$ cat config.mk
export PLATFORM = sky130hd
export DESIGN_NAME = uart_tx_arbiter
export DESIGN_NICKNAME = d
export VERILOG_FILES = /design/src/rtl/uart_arb_pkg.sv /design/src/rtl/uart_tx_arbiter_rr_picker.sv /design/src/rtl/uart_tx_arbiter.sv
export SDC_FILE = /design/constraint.sdc
export NUM_CORES = 1
export LEC_CHECK = 0
export ABC_AREA = 1
export BUFFER_PORTS_ARGS = -buffer_cell sky130_fd_sc_hd__buf_2
export CAP_MARGIN = 25
export CORE_AREA = 2 2 48 50
export CTS_CLUSTER_DIAMETER = 60
export DETAILED_ROUTE_END_ITERATION = 12
export DIE_AREA = 0 0 50 52
export PLACE_DENSITY = 0.8
export SLEW_MARGIN = 20
export SYNTH_ARGS = -nofsm -noshare
export SYNTH_HDL_FRONTEND = slang
export SYNTH_SLANG_ARGS = --single-unit
$ cat constraint.sdc
create_clock -name clk -period 2.15 [get_ports clk]
set_input_delay 0.43 -clock clk [delete_from_list [all_inputs] [get_ports clk]]
set_output_delay 0.43 -clock clk [all_outputs]
set_load 0.005 [all_outputs]
$ cat src/rtl/uart_arb_pkg.sv
// uart_arb_pkg: shared types, defaults and helpers for the UART transmit FIFO arbiter.
//   st_t        : arbiter state encoding (ST_IDLE, ST_BUSY)
//   N_REQ_DEF   : default number of producers
//   D_WIDTH_DEF : default byte width
//   onehot(idx) : 8-bit one-hot decode of a producer index (N_REQ <= 8)
package uart_arb_pkg;
  typedef enum logic {ST_IDLE = 1'b0, ST_BUSY = 1'b1} st_t;
  localparam int N_REQ_DEF = 4;
  localparam int D_WIDTH_DEF = 8;
  function automatic logic [7:0] onehot(input logic [2:0] idx);
    return 8'(1) << idx;
  endfunction
endpackage

$ cat src/rtl/uart_tx_arbiter_rr_picker.sv
// rr_picker: combinational round-robin picker, reusable for any shared resource.
//   req     in  N_REQ  request vector
//   ptr     in  IW     index searched first; search wraps past N_REQ-1 to 0
//   winner  out IW     first requesting index at or after ptr (0 when none)
//   any_req out 1      at least one request is set
module rr_picker #(
  parameter int N_REQ = 4,
  parameter int IW = 2
) (
  input  logic [N_REQ-1:0] req,
  input  logic [IW-1:0]    ptr,
  output logic [IW-1:0]    winner,
  output logic             any_req
);
  logic [N_REQ-1:0] w_rot;
  // Rotate so that bit 0 is the request at ptr; the lowest set bit wins.
  assign w_rot = N_REQ'({req, req} >> ptr);
  assign any_req = |req;
  always_comb begin
    winner = '0;
    for (int k = N_REQ - 1; k >= 0; k--)
      if (w_rot[k]) winner = IW'((int'(ptr) + k) % N_REQ);
  end
endmodule

$ cat src/rtl/uart_tx_arbiter.sv
// uart_tx_arbiter: packet-locked round-robin sharing of the UART TX FIFO write port.
//   clk          in  1              system clock
//   reset_n      in  1              asynchronous active-low reset
//   req          in  N_REQ          producer i has a byte valid
//   req_data     in  N_REQ*D_WIDTH  byte of producer i at [i*D_WIDTH +: D_WIDTH]
//   req_last     in  N_REQ          byte of producer i ends its packet
//   ack          out N_REQ          one-hot, byte of producer i written this cycle
//   grant        out N_REQ          one-hot current owner, zero when idle
//   busy         out 1              a packet lock is held
//   fifo_full    in  1              FIFO full flag; stalls writes
//   fifo_wr      out 1              FIFO write strobe
//   fifo_wr_data out D_WIDTH        FIFO write data, zero when not writing
//   timeout_tick out 1              one-cycle pulse on forced release (UART_ARB_TIMEOUT_EN only)
// Build option: define UART_ARB_TIMEOUT_EN to release an owner that stays silent for
// TIMEOUT busy cycles; without it the lock is held until the owner's last byte.
module uart_tx_arbiter
  import uart_arb_pkg::*;
#(
  parameter int N_REQ = N_REQ_DEF,
  parameter int D_WIDTH = D_WIDTH_DEF
`ifdef UART_ARB_TIMEOUT_EN
  ,
  parameter int TIMEOUT = 255
`endif
) (
  input  logic                     clk,
  input  logic                     reset_n,
  input  logic [N_REQ-1:0]         req,
  input  logic [N_REQ*D_WIDTH-1:0] req_data,
  input  logic [N_REQ-1:0]         req_last,
  output logic [N_REQ-1:0]         ack,
  output logic [N_REQ-1:0]         grant,
  output logic                     busy,
  input  logic                     fifo_full,
  output logic                     fifo_wr,
  output logic [D_WIDTH-1:0]       fifo_wr_data
`ifdef UART_ARB_TIMEOUT_EN
  ,
  output logic                     timeout_tick
`endif
);
  localparam int IW = (N_REQ > 1) ? $clog2(N_REQ) : 1;
  st_t           r_st;
  logic [IW-1:0] r_owner;
  logic [IW-1:0] r_ptr;
  logic [IW-1:0] w_win;
  logic [IW-1:0] w_nxt;
  logic          w_any;
  logic          w_busy;
  logic          w_expire;
  rr_picker #(.N_REQ(N_REQ), .IW(IW)) u_pick (
    .req(req),
    .ptr(r_ptr),
    .winner(w_win),
    .any_req(w_any)
  );
  assign w_busy = (r_st == ST_BUSY);
  assign w_nxt = (r_owner == IW'(N_REQ - 1)) ? '0 : r_owner + 1'b1;
  // Outputs decode the registered state, so reset zeroes them immediately.
  always_comb begin
    busy = w_busy;
    grant = w_busy ? N_REQ'(onehot(3'(r_owner))) : '0;
    fifo_wr = w_busy & req[r_owner] & ~fifo_full;
    ack = fifo_wr ? grant : '0;
    fifo_wr_data = fifo_wr ? req_data[int'(r_owner)*D_WIDTH +: D_WIDTH] : '0;
  end
`ifdef UART_ARB_TIMEOUT_EN
  localparam int CW = $clog2(TIMEOUT + 1);
  logic [CW-1:0] r_cnt;
  logic          r_tick;
  // Only cycles where the owner is silent count; full-FIFO stalls hold the count.
  assign w_expire = w_busy & ~req[r_owner] & (r_cnt == CW'(TIMEOUT - 1));
  assign timeout_tick = r_tick;
  always_ff @(posedge clk or negedge reset_n)
    if (!reset_n) begin
      r_cnt <= '0;
      r_tick <= 1'b0;
    end else begin
      r_tick <= w_expire;
      r_cnt <= (!w_busy || fifo_wr || w_expire) ? '0 : (!req[r_owner]) ? r_cnt + 1'b1 : r_cnt;
    end
`else
  assign w_expire = 1'b0;
`endif
  always_ff @(posedge clk or negedge reset_n)
    if (!reset_n) begin
      r_st <= ST_IDLE;
      r_owner <= '0;
      r_ptr <= '0;
    end else if (r_st == ST_IDLE) begin
      if (w_any) begin
        r_st <= ST_BUSY;
        r_owner <= w_win;
      end
    end else if ((fifo_wr && req_last[r_owner]) || w_expire) begin
      r_st <= ST_IDLE;
      r_ptr <= w_nxt;
    end
endmodule

==> flow_summary.json <==
{
  "cts_resized": 0,
  "drv_cap": 0,
  "power.leakage_nw": 0.767,
  "synthToLayoutAreaGrowth_pct": 38.7,
  "dpl_worst_slack_ns": 0.452,
  "core_sq_um": 2110,
  "synthesis.nets": 212,
  "min_period_ns": 1.97,
  "arrival_ns": 1.54,
  "root_buffer": "clkbuf_4",
  "ant_nets": 0,
  "route.vias.total": 1223,
  "worstSkewPairLatency_ns": 0.27,
  "synth_area_per_cell_sq_um": 5.42,
  "slew_headroom_pct": 66.1,
  "worst_ep_required_time_ns": 1.72,
  "layout_commonest_cell": "buf_2",
  "drive_above_1_share_pct": 32.9,
  "setup_violations": 0,
  "grt_first_pass_wirelength_um": 4320,
  "final_cell_mix": "buf_2, nor2_1, nand2_1",
  "slew_viol_final": 0,
  "crit_path_max_fanout": 14,
  "outcome": "finished clean",
  "synth-seq-cells": 5,
  "synth_largest_area_cell": "nor2_1",
  "wirelength_um": 2610,
  "diodes": 0,
  "wl_met1_um": 1180,
  "synth-edff-count": 0,
  "p_per_area_nw_per_um2": 1190,
  "whs_ns": 0.501,
  "portBuffers": 60,
  "grt_max_degree": 15,
  "cts_made_buffers": 3,
  "reg2reg_slack_ns": 0.73,
  "critPathCaptureType": "output port",
  "post-route-drc-count": 0,
  "r2r_start": "r_owner[0]",
  "routed.top_layer": "met4",
  "die_x_um": 50,
  "nets": 276,
  "tightest_slew_ns": 0.503,
  "synth.area.top_cells": "nor2_1, nand2_1, dfrtp_1",
  "fp.dieH_um": 52,
  "grt_antenna_before_repair": 0,
  "numClockSinks": 5,
  "die-area_sq_um": 2600,
  "clk_path_buf_depth": 2,
  "crit_type": "register to output port",
  "routabilityCongestion": 0.854,
  "drtIter0Drc": 21,
  "ys.warnings.count": 0,
  "met2_length_um": 1270,
  "grt_overflow": 0,
  "grt_pass1_vias": 1069,
  "start_util_pct": 42.5,
  "route.met3.wl_um": 135,
  "final.setup_skew_ns": 0.00726,
  "top_level_ports": 61,
  "dp_hpwl_um": 2080,
  "ir_drop_mv": 0.844,
  "dr.pass1.iters": 4,
  "grt.total_usage_pct": 20.9,
  "num_rows": 17,
  "cp-start-kind": "register",
  "fin_tns_setup_ns": 0,
  "synth_ff_type": "dfrtp_1",
  "syn_inst": 165,
  "wire_per_inst_um": 10.2,
  "finalWorstSetupSlack_ns": 0.179,
  "viasPerCell": 4.78,
  "netlist.area_leader.share_pct": 17.6,
  "synth_area_sq_um": 895,
  "cts_tree": "done",
  "yosysSeqAreaShare_pct": 14.0,
  "htreeDepth": 1,
  "hold_path_class": "input pin to async pin",
  "rsz0062_at_grt": "false",
  "period_share_pct": 91.7,
  "hold_viol": 0,
  "max_freq_mhz": 507,
  "synthArstFlopShare_pct": 100,
  "ys_types": 18,
  "clkTransAtPathRegs_ns": 0.06,
  "crit_start": "r_owner[0]"
}
## power breakdown
group | total (W) | internal, W | leakage [nW] | switching (W)
combinational | 0.00113 | 0.000463 | 0.694 | 0.000669
sequential | 0.000221 | 0.000140 | 0.0579 | 0.0000809
clock | 0.000126 | 0.0000712 | 0.0150 | 0.0000544
## Yosys cell counts, types with 2 or more instances
master,instances
nand2_1,34
dfrtp_1,5
o21ai_0,22
nand3_1,10
buf_4,2
inv_2,3
inv_1,20
a21oi_1,10
buf_2,2
nor2_1,42
ha_1,4
o21ai_1,2
buf_6,4
## what timing repair did
| item | in CTS | in global routing |
|---|---|---|
| endpoints found under the hold margin | 5 | 0 |
| setup buffers | 0 | 0 |
| hold buffers | 1 | 0 |
## through the flow
stage / power [W] / utilization [%] / instances / area [sq um]
6_report: 0.00148 / 58.9 / 256 / 1240
5_1_grt: 0.00168 / 58.9 / 256 / 1240
4_1_cts: 0.00148 / 58.9 / 256 / 1240
3_5_place_dp: 0.00135 / 57.2 / 251 / 1200
3_3_place_gp: 0.00134 / 57.2 / 251 / 1200
2_1_floorplan: 0.00108 / - / 165 / 895
## path summary, 6_finish.rpt
kind	to	depth (start not counted)
worst min-delay path	r_ptr[0]	2
worst max-delay path	fifo_wr_data[6]	6
max in group asynchronous	r_owner[0]	2
min in group clk	busy	3
worst min register to register	r_owner[0]	3
worst max register to register	r_ptr[0]	7
## cell families (layout without fill, tap and decap cells)
| group | after synthesis | in the layout | synth area share, % |
|---|---|---|---|
| and+or+nand+nor | 89 | 89 | 42.2 |
| adders and majority gates | 4 | 4 | 5.59 |
| xor gates and xnor gates | 1 | 1 | 0.979 |
| AOI/OAI and AO/OA | 35 | 35 | 19.7 |
| DFF | 5 | 5 | 14.0 |
| buffers and inverters | 31 | 94 | 17.5 |
## sequential cells by signal, indices dropped and copies added (netlist names)
signal / count
r_owner: 2
busy: 1
r_ptr: 2
## cell type report
type	instances	area [sq um]
clock buffers	4	26.3
inverters	23	86.3
fillers	237	865
well taps	28	35.0
repair buffers	67	355
multi-input cells	129	613
flip-flops and latches	5	125
## worst max-delay path, cell delays in order, from the launching register on
cell,delay (ns)
dfrtp_1,0.36
buf_4,0.17
nand2_1,0.06
nand3_1,0.11
nand4_4,0.25
a21oi_1,0.20
buf_2,0.13
## layer usage
layer	up-vias	track usage, %
met4	0	6.48
met5	-	0
met2	38	37.1
li1	643	-
met3	5	3.16
met1	537	25.7
No activity file was read; power rests on OpenSTA's default activity.
